**config.mk**
```make
export PLATFORM = sky130hd
export DESIGN_NAME = iterative_multiplier_flat
export DESIGN_NICKNAME = d
export VERILOG_FILES = /design/src/rtl/iterative_multiplier_if.sv /design/src/rtl/iterative_multiplier.sv /design/src/flat_wrapper.sv
export SDC_FILE = /design/constraint.sdc
export NUM_CORES = 1
export LEC_CHECK = 0
export CAP_MARGIN = 20
export CORE_ASPECT_RATIO = 0.5
export CORE_MARGIN = 8
export CORE_UTILIZATION = 40
export CTS_CLUSTER_DIAMETER = 50
export DETAILED_ROUTE_END_ITERATION = 12
export PLACE_DENSITY = 0.7
export SYNTH_ARGS = -nofsm -noshare
export SYNTH_HDL_FRONTEND = slang
export SYNTH_SLANG_ARGS = --single-unit
```
**constraint.sdc**
```tcl
create_clock -name clock -period 4.8 [get_ports clock]
set_clock_uncertainty 0.1 [all_clocks]
set_input_delay 0.96 -clock clock [delete_from_list [all_inputs] [get_ports clock]]
set_output_delay 0.96 -clock clock [all_outputs]
set_load 0.02 [all_outputs]
```
**src/rtl/iterative_multiplier_if.sv**
```systemverilog
// Issue/result bundle between the execute stage and the iterative multiplier.
// The pipeline side is the master; the multiply unit is the slave.
interface iterative_multiplier_if #(
  parameter int DATA_WIDTH = 32
);
  logic                  start;
  logic [2:0]            ALU_op;
  logic [DATA_WIDTH-1:0] operand_A;
  logic [DATA_WIDTH-1:0] operand_B;
  logic [4:0]            rd_in;
  logic                  flush;
  logic                  stall_MULT;
  logic                  busy;
  logic [DATA_WIDTH-1:0] result;
  logic                  result_valid;
  logic [4:0]            rd_out;

  modport master (
    output start, ALU_op, operand_A, operand_B, rd_in, flush,
    input  stall_MULT, busy, result, result_valid, rd_out
  );

  modport slave (
    input  start, ALU_op, operand_A, operand_B, rd_in, flush,
    output stall_MULT, busy, result, result_valid, rd_out
  );
endinterface

```
**src/rtl/iterative_multiplier.sv**
```systemverilog
// Radix-2 shift-add RV32M multiplier (MUL/MULH/MULHSU/MULHU), one multiplier
// bit per cycle, with a zero-operand early-out and flush abort.
//
// state | meaning
// IDLE  | waiting for an accepted M-extension multiply
// BUSY  | shift-add iterations, one multiplier bit per cycle
// DONE  | result_valid pulse, result/rd_out presented
module iterative_multiplier #(
  parameter int DATA_WIDTH = 32
) (
  input logic                  clock,
  input logic                  reset,
  iterative_multiplier_if.slave mul
);
  localparam int DW = DATA_WIDTH;
  localparam int CW = $clog2(DATA_WIDTH);

  localparam logic [1:0] IDLE = 2'd0;
  localparam logic [1:0] BUSY = 2'd1;
  localparam logic [1:0] DONE = 2'd2;

  logic [1:0]    state;
  logic [2*DW-1:0] acc;
  logic [DW-1:0] mcand;
  logic [CW-1:0] count;
  logic          neg;
  logic          want_high;
  logic [4:0]    rd_q;
  logic [4:0]    rd_out_q;
  logic [DW-1:0] result_q;

  logic          accept;
  logic          signed_a, signed_b;
  logic          sign_a, sign_b;
  logic [DW-1:0] mag_a, mag_b;
  logic [DW:0]   partial;
  logic [2*DW-1:0] acc_next;
  logic [2*DW-1:0] final_prod;

  assign accept   = (state == IDLE) && mul.start && !mul.ALU_op[2] && !mul.flush;
  assign signed_a = (mul.ALU_op[1:0] == 2'b01) || (mul.ALU_op[1:0] == 2'b10);
  assign signed_b = (mul.ALU_op[1:0] == 2'b01);
  assign sign_a   = signed_a && mul.operand_A[DW-1];
  assign sign_b   = signed_b && mul.operand_B[DW-1];
  assign mag_a    = sign_a ? -mul.operand_A : mul.operand_A;
  assign mag_b    = sign_b ? -mul.operand_B : mul.operand_B;

  // Upper half plus multiplicand keeps its carry so the shift brings it down.
  assign partial    = {1'b0, acc[2*DW-1:DW]} + ({1'b0, mcand} & {(DW+1){acc[0]}});
  assign acc_next   = {partial, acc[DW-1:1]};
  assign final_prod = neg ? -acc_next : acc_next;

  always_ff @(posedge clock or negedge reset) begin
    if (!reset) begin
      state     <= IDLE;
      acc       <= '0;
      mcand     <= '0;
      count     <= '0;
      neg       <= 1'b0;
      want_high <= 1'b0;
      rd_q      <= '0;
      rd_out_q  <= '0;
      result_q  <= '0;
    end else if (mul.flush) begin
      state <= IDLE;
    end else begin
      case (state)
        IDLE: begin
          if (accept) begin
            want_high <= (mul.ALU_op[1:0] != 2'b00);
            rd_q      <= mul.rd_in;
            neg       <= sign_a ^ sign_b;
            mcand     <= mag_a;
            acc       <= {{DW{1'b0}}, mag_b};
            count     <= '0;
            if (mul.operand_A == '0 || mul.operand_B == '0) begin
              state    <= DONE;
              result_q <= '0;
              rd_out_q <= mul.rd_in;
            end else begin
              state <= BUSY;
            end
          end
        end
        BUSY: begin
          acc   <= acc_next;
          count <= count + CW'(1);
          if (count == CW'(DATA_WIDTH - 1)) begin
            state    <= DONE;
            result_q <= want_high ? final_prod[2*DW-1:DW] : final_prod[DW-1:0];
            rd_out_q <= rd_q;
          end
        end
        DONE:    state <= IDLE;
        default: state <= IDLE;
      endcase
    end
  end

  assign mul.stall_MULT   = (state == BUSY) || accept;
  assign mul.busy         = (state != IDLE);
  assign mul.result_valid = (state == DONE) && !mul.flush;
  assign mul.result       = result_q;
  assign mul.rd_out       = rd_out_q;
endmodule
```
**src/flat_wrapper.sv**
```systemverilog
// flat-port wrapper written by rule: the top's interface ports become plain ports
module iterative_multiplier_flat 
#(
  parameter int DATA_WIDTH = 32
)
  (clock, reset, mul_start, mul_ALU_op, mul_operand_A, mul_operand_B, mul_rd_in, mul_flush, mul_stall_MULT, mul_busy, mul_result, mul_result_valid, mul_rd_out);
  iterative_multiplier_if #(.DATA_WIDTH(DATA_WIDTH)) mul_i ();
  input logic clock;
  input logic reset;
  input wire logic [$bits(mul_i.start)-1:0] mul_start;
  input wire logic [$bits(mul_i.ALU_op)-1:0] mul_ALU_op;
  input wire logic [$bits(mul_i.operand_A)-1:0] mul_operand_A;
  input wire logic [$bits(mul_i.operand_B)-1:0] mul_operand_B;
  input wire logic [$bits(mul_i.rd_in)-1:0] mul_rd_in;
  input wire logic [$bits(mul_i.flush)-1:0] mul_flush;
  output wire logic [$bits(mul_i.stall_MULT)-1:0] mul_stall_MULT;
  output wire logic [$bits(mul_i.busy)-1:0] mul_busy;
  output wire logic [$bits(mul_i.result)-1:0] mul_result;
  output wire logic [$bits(mul_i.result_valid)-1:0] mul_result_valid;
  output wire logic [$bits(mul_i.rd_out)-1:0] mul_rd_out;
  assign mul_i.start = mul_start;
  assign mul_i.ALU_op = mul_ALU_op;
  assign mul_i.operand_A = mul_operand_A;
  assign mul_i.operand_B = mul_operand_B;
  assign mul_i.rd_in = mul_rd_in;
  assign mul_i.flush = mul_flush;
  assign mul_stall_MULT = mul_i.stall_MULT;
  assign mul_busy = mul_i.busy;
  assign mul_result = mul_i.result;
  assign mul_result_valid = mul_i.result_valid;
  assign mul_rd_out = mul_i.rd_out;
  iterative_multiplier #(.DATA_WIDTH(DATA_WIDTH)) u_core (.clock(clock), .reset(reset), .mul(mul_i));
endmodule
```
==> results of run 1 <==
## cells by family (layout without fill, tap and decap cells)
kind of cell               after synthesis  in the layout  share of synthesized area, %
muxes                                   13             13                          1.20
xor gates and xnor gates               130            130                          10.4
and+or+nand+nor                        443            443                          20.0
adders and majority gates               40             40                          4.63
AOI/OAI and AO/OA                      439            439                          26.1
DFF                                    147            147                          33.6
buffers and inverters                  101            213                          4.13
## metrics by stage
stage / total power [mW] / instances / setup WS [ns] / util (%) / hold WS, ns
finish: 5.00 / 1777 / 0.156 / 49.4 / 0.370
global route: 5.27 / 1777 / 0.00351 / 49.4 / 0.399
CTS: 4.98 / 1776 / 0.130 / 49.2 / 0.374
detailed placement: 3.52 / 1745 / 0.0997 / 46.9 / 0.361
global placement: 3.46 / 1745 / 0.211 / 46.9 / 0.351
floorplan: 2.86 / 1313 / 0.373 / - / 0.330
## worst min-delay path: stages (launching register included)
cell and delay, ns:
dfrtp_1 0.34, nand2_1 0.05, nand2_1 0.05
## worst min path at each step
stage | cells after the start | from | end
after floorplan | 2 | u_core.mcand[31] | u_core.mcand[31]
after global placement | 2 | u_core.mcand[31] | u_core.mcand[31]
after detailed placement | 2 | u_core.mcand[31] | u_core.mcand[31]
after CTS | 2 | u_core.mcand[31] | u_core.mcand[31]
after global routing | 1 | u_core.mul.result[23] | u_core.mul.result[23]
final | 2 | u_core.mcand[31] | u_core.mcand[31]
## final cells by class
class                      count  area [sq um]
sequential                   147          3680
fill                        2487         13500
timing repair buffer         155          1470
clock buffer                  20           447
clock inverter                11           176
multi-input combinational   1065          6880
inverter                      27           101
tap                          352           440
## synthesized netlist by cell type, drive strengths merged (27+ instances only)
cell	number	area [sq um]
ha	39	488
a21oi	81	405
and2	43	269
inv	27	101
clkbuf	62	233
a22o	29	254
o21ai	162	815
nor2	90	338
xor2	50	438
xnor2	80	701
dfrtp	147	3680
nand2	157	589
nor3	29	145
## power by group through the flow
stage          Combinational [mW]  Clock [mW]  Sequential [mW]
2_1_floorplan                1.14           0             1.72
3_3_place_gp                 1.72           0             1.74
3_5_place_dp                 1.77           0             1.75
4_1_cts                      1.78        1.46             1.73
5_1_grt                      1.97        1.53             1.77
6_report                     1.81        1.45             1.74
## placed cells by master, fill, tap and decap left out, types with 4 or more instances in the layout
cell | netlist | final
mux2i_1 | 12 | 12
nor2b_1 | 6 | 6
or2_2 | 8 | 8
o221ai_1 | 5 | 5
or4_1 | 13 | 13
xor2_1 | 50 | 50
o2111ai_1 | 6 | 5
a22oi_1 | 26 | 26
a21oi_1 | 81 | 81
o21ai_0 | 156 | 156
nand2b_1 | 8 | 8
bufinv_16 | 0 | 4
nor3b_1 | 4 | 4
and3_1 | 13 | 13
o41ai_1 | 14 | 14
o211ai_1 | 6 | 6
xnor2_1 | 80 | 80
nand2_1 | 157 | 157
nand3_1 | 20 | 20
or3_1 | 13 | 13
a221o_1 | 5 | 5
nor3_1 | 29 | 29
and2_1 | 42 | 42
ha_1 | 39 | 39
a211oi_1 | 4 | 4
nor2_1 | 90 | 89
a31oi_1 | 8 | 8
inv_1 | 27 | 27
nor4_1 | 10 | 10
a21o_1 | 21 | 21
buf_4 | 2 | 39
nand4_1 | 7 | 7
o31a_1 | 5 | 5
clkdlybuf4s50_1 | 0 | 114
clkbuf_16 | 0 | 17
o21a_1 | 8 | 8
a22o_1 | 29 | 29
o21ai_1 | 5 | 4
dfrtp_1 | 147 | 147
o31ai_1 | 23 | 22
## routing by layer
metal	up-vias	GRT usage [%]
li1	4970	-
met1	5177	29.2
met2	351	31.4
met3	60	3.67
met4	0	7.40
met5	-	0
## flip-flops by register name (all words and copies together) (netlist names)
register and cells:
u_core.mcand 32, u_core.state 2, u_core.acc 64, u_core.mul.result 32, u_core.rd_q 5, u_core.mul.rd_out 5, u_core.neg 1, u_core.want_high 1
u_core.count 5
## repair_timing
action | in CTS | in global routing
resized for setup | 0 | 6
buffers inserted | 0 | 0
endpoints found under the setup margin | 0 | 9
==> results.tsv, run 1 <==
stage	metric	value	unit
status	outcome	completed	
global_routing	global-route wire length before repair	55.8	mm
pwr	Power Density	379	nW/um^2
route	met2 routed WL	15.3	mm
final_layout	Nets	1529	
worst_setup_path	FF-to-FF setup slack	0.16	ns
pwr	switching fraction of total power	37.2	%
yosys	EDFF count, synth	0	
clocking	Clock Latency Late Sink	0.44	ns
global_routing	GRT Total Usage	20.7	%
worst_setup_path	Critical Path AT	4.91	ns
yosys	post-synthesis instance total	1313	
worst_setup_path	CP endpoint kind	flop	
pwr	leak pwr	5.62	nW
sta	FMAX	215	MHz
clocking	CTS Buf Count	17	
worst_setup_path	reg2reg path depth	13	
route	initial DRC count	1104	
yosys	sequential area share after synthesis	33.6	%
worst_setup_path	CP max-delay cell	or4_4	
yosys	share of flip-flops with an asynchronous set or reset	100	%
worst_hold_path	Hold Path Class	flop to flop	
worst_setup_path	Worst Setup Start Kind	flop	
place	IO Port Bufs	115	
die	# IOs	116	
sta	# setup viols final	0	
clocking	Clock Pin Slew Worst Setup and Hold Paths	0.07	ns
clocking	clock tree root driver cell	clkbuf_16	
route	DR WL met3	2.06	mm
pwr	NetSw	1.86	mW
final_layout	Inserted Diodes	0	
pwr	Clk pwr share	29.0	%
worst_setup_path	Worst EP required	5.07	ns
global_routing	Congestion Overflow GR	0	
global_routing	largest net degree at the start of global routing	96	
yosys	distinct cell type count after synthesis	82	
sta	Slew Limit Fails	0	
worst_setup_path	CP top delay family	compound AO/OA/AOI/OAI gates	
final_layout	share of cells above drive strength 1	7.23	%
global_routing	number of global-route vias before repair	10100	
worst_setup_path	R2R Path Start	u_core.acc[0]	
clocking	clock sink count	147	
route	M1 wire length	16.9	mm
worst_setup_path	Crit path top cell by count	or4_4	
sta	crit path time final	4.64	ns
final_layout	fin area	13200	sq um
pwr	Logic pwr share	36.2	%
worst_setup_path	Critical Path End	u_core.mul.result[28]	
pwr	Reg power frac	34.8	%
worst_setup_path	maximum fanout along the worst path	7	
route	drt wl/cell	19.8	um
yosys	Main synth FF type	dfrtp_1	
worst_setup_path	CP Buf/Inv Count	0	
global_routing	initial antenna violation count	0	
yosys	synthesized cell area	11000	sq um
route	DRC Markers	0	
place	placement-stage cell area	12500	sq um
worst_setup_path	Setup CP Type	flop to flop	
die	Die Y	133	um
route	DR vias	10600	
flow_run	Max-cap violations	0	
clocking	H-Tree Depth	4	
worst_setup_path	CP peak stage delay	0.63	ns
route	drt via density	5.94	
die	die area	33300	sq um
sta	final hold violations	0	
worst_setup_path	CP cell instances	and2_1 -> ha_1 -> fa_1 -> a21o_1 -> a221oi_4 -> o31ai_1 -> a311oi_2 -> o2111ai_2 -> or4_4 -> or4_4 -> o311a_1 -> o31a_1 -> o21ai_2	
sta	RSZ-0062 raised after global routing	no	
clocking	CTS tree	yes	
yosys	synthesized area per cell	8.35	sq um
route	First-pass DRT Iterations	7	
worst_setup_path	worst reg2reg path endpoint	u_core.mul.result[28]	
clocking	CTS Buffer Depth	2	
place	RePlAce Congestion	0.941	
pwr	VDD IR max	0.311	mV
sta	relative slew slack	26.6	%
worst_setup_path	Critical Path Source	u_core.acc[0]	
die	Core Area	26700	sq um
route	DRT antenna net count	0	
yosys	Syn Nets	1429	
route	Top Metal Used	met4	
sta	worst-margin pin slew	1.10	ns
sta	period utilization	96.7	%
die	initial core utilization	41.1	%
die	row count	42	
final_layout	layout overhead on the synthesized area	20.4	%
pwr	total internal power	3.14	mW
die	Die Span X	250	um
clocking	CTS Hold Buffers Added	0	
route	final wirelength	35.1	mm
yosys	Synth Register Bits	147	
sta	Sum Neg Setup Slack	0	ns
worst_setup_path	Crit path depth	13	
place	HPWL after DPL	26.4	mm
yosys	Ys Warns	0	
Note: power is estimated with default switching activity, not from simulation.
==> run 2: changes to the inputs <==
- CTS_BUF_LIST: unset -> sky130_fd_sc_hd__clkbuf_8
- PLACE_DENSITY: 0.7 -> 0.68
- clock period: 4.8 -> 4.98 ns (I/O delays scaled with it)
==> results.tsv, run 2 (synthesized netlist as in run 1, its figures left out) <==
stage	metric	value	unit
route	DRC Markers	0	
worst_setup_path	CP endpoint kind	flop	
final_layout	layout overhead on the synthesized area	17.6	%
final_layout	commonest non-fill, non-tap cell in the layout	nand2_1	
final_layout	Multi-input gate area	6860	sq um
global_routing	initial antenna violation count	0	
final_layout	most frequent cells in the layout	nand2_1, o21ai_0, dfrtp_1	
final_layout	max reg flops	64	
worst_setup_path	Worst EP required	5.32	ns
global_routing	number of global-route vias before repair	9876	
sta	# setup viols final	0	
sta	Sum Neg Setup Slack	0	ns
worst_setup_path	Setup CP Type	flop to flop	
pwr	Clk pwr share	20.8	%
global_routing	met3 GRT Util	4.14	%
clocking	Post-CTS Setup Bufs	0	
clocking	H-Tree Depth	4	
die	# IOs	116	
global_routing	GRT Total Usage	20.6	%
global_routing	Congestion Overflow GR	0	
pwr	Logic pwr share	41.0	%
place	HPWL after DPL	26.3	mm
flow_run	Max-cap violations	0	
clocking	Clock Pin Slew Worst Setup and Hold Paths	0.10	ns
worst_setup_path	maximum fanout along the worst path	20	
die	Die Y	133	um
route	DRT antenna net count	0	
sta	FMAX	210	MHz
pwr	NetSw	1.77	mW
clocking	clock sink count	147	
place	IO Port Bufs	115	
clocking	CTS Buffer Depth	2	
clocking	clock tree root driver cell	clkbuf_8	
die	Die Span X	250	um
place	Placement Setup Slack	0.292	ns
global_routing	global-route wire length before repair	55.5	mm
clocking	Clock Latency Late Sink	0.50	ns
clocking	CTS tree	yes	
global_routing	layer with the highest usage	met2	
final_layout	Inserted Diodes	0	
sta	Fin Hold WS	0.380	ns
route	drt wl/cell	19.5	um
pwr	total internal power	2.52	mW
pwr	Reg power frac	38.2	%
sta	relative slew slack	32.0	%
sta	final hold violations	0	
worst_hold_path	Hold Path Class	flop to flop	
sta	worst-margin pin slew	1.02	ns
clocking	CTS Buf Count	17	
pwr	VDD IR max	0.188	mV
sta	final worst setup slack	0.223	ns
die	initial core utilization	41.1	%
global_routing	largest net degree at the start of global routing	96	
status	outcome	completed	
place	RePlAce Congestion	0.916	
route	final wirelength	34.7	mm
die	die area	33300	sq um
final_layout	Sequential Area	3680	sq um
route	DR vias	10300	
route	drt via density	5.80	
global_routing	met1 layer usage reported by global route	29.2	%
sta	crit path time final	4.76	ns
worst_setup_path	Worst Setup Start Kind	flop	
pwr	leak pwr	5.48	nW
sta	Slew Limit Fails	0	
pwr	switching fraction of total power	41.3	%
final_layout	Nets	1529	
final_layout	Reg with most FFs	u_core.acc	
pwr	Power Density	334	nW/um^2
die	row count	42	
final_layout	share of cells above drive strength 1	7.15	%
route	initial DRC count	1104	
sta	RSZ-0062 raised after global routing	no	
worst_setup_path	Critical Path AT	5.10	ns
global_routing	met2 usage	31.5	%
final_layout	final-layout fill cell count	2583	
final_layout	final core occ	48.3	%
sta	period utilization	95.5	%
die	Core Area	26700	sq um
route	First-pass DRT Iterations	5	
clocking	CTS Hold Buffers Added	0	
run 2: cell count changes in the layout (fill, tap and decap cells not counted), sizes merged:
cell / previous run / this run
bufinv: 4 / 0
clkbuf: 20 / 17
clkinv: 4 / 2
clkinvlp: 1 / 4
inv: 29 / 36
run 2: repair_timing:
action                                 CTS  global route
resized for setup                        0             1
setup endpoints to repair                0             1
endpoints found under the hold margin    0             0
run 2: final cells by class:
type                    instances  share of cell area (%)
repair buffers                155                    11.3
inverters                      27                   0.786
clock buffers                  17                    1.82
flip-flops and latches        147                    28.5
multi-input cells            1065                    53.2
clock inverters                15                   0.961
well taps                     352                    3.42
run 2: final timing paths:
check	cells after the start	to	slack [ns]	from
setup / recovery	13	u_core.mul.result[28]	0.22	u_core.acc[0]
hold / removal	2	u_core.rd_q[2]	0.38	u_core.rd_q[2]
setup reg to reg	13	u_core.mul.result[28]	0.22	u_core.acc[0]
hold reg to reg	2	u_core.rd_q[2]	0.38	u_core.rd_q[2]
max in group asynchronous	2	u_core.acc[13]	3.35	reset
min in group asynchronous	1	u_core.acc[4]	0.41	reset
run 2: through the flow:
| step | total power, mW | area, sq um | cells |
|---|---|---|---|
| after floorplan | 2.76 | 11000 | 1313 |
| after detailed placement | 3.40 | 12500 | 1746 |
| after CTS | 4.31 | 12900 | 1778 |
| after global placement | 3.35 | 12500 | 1746 |
| final | 4.30 | 12900 | 1778 |
| after global routing | 4.57 | 12900 | 1778 |
run 2: worst max-delay path, cell delays in order (launching register included):
cell and delay (ns):
dfrtp_1 0.46, buf_4 0.23, and2_1 0.15, ha_1 0.40, and3_1 0.27, a221oi_4 0.41, o31ai_1 0.14, a311oi_1 0.30
o2111ai_1 0.36, or4_4 0.65, or4_4 0.55, o311a_1 0.31, o31a_1 0.29, o21ai_2 0.10
run 2: per-layer routing:
layer	up-vias	routed length, um
met5	-	0
met4	0	507
met3	36	2060
met2	320	15200
li1	4975	-
met1	4989	16900
run 2: power by group through the flow:
stage | Sequential (mW) | Clock, mW | Combinational [mW]
2_1_floorplan | 1.66 | 0 | 1.10
3_3_place_gp | 1.65 | 0 | 1.71
3_5_place_dp | 1.66 | 0 | 1.74
4_1_cts | 1.64 | 0.916 | 1.75
5_1_grt | 1.67 | 0.963 | 1.93
6_report | 1.64 | 0.894 | 1.76
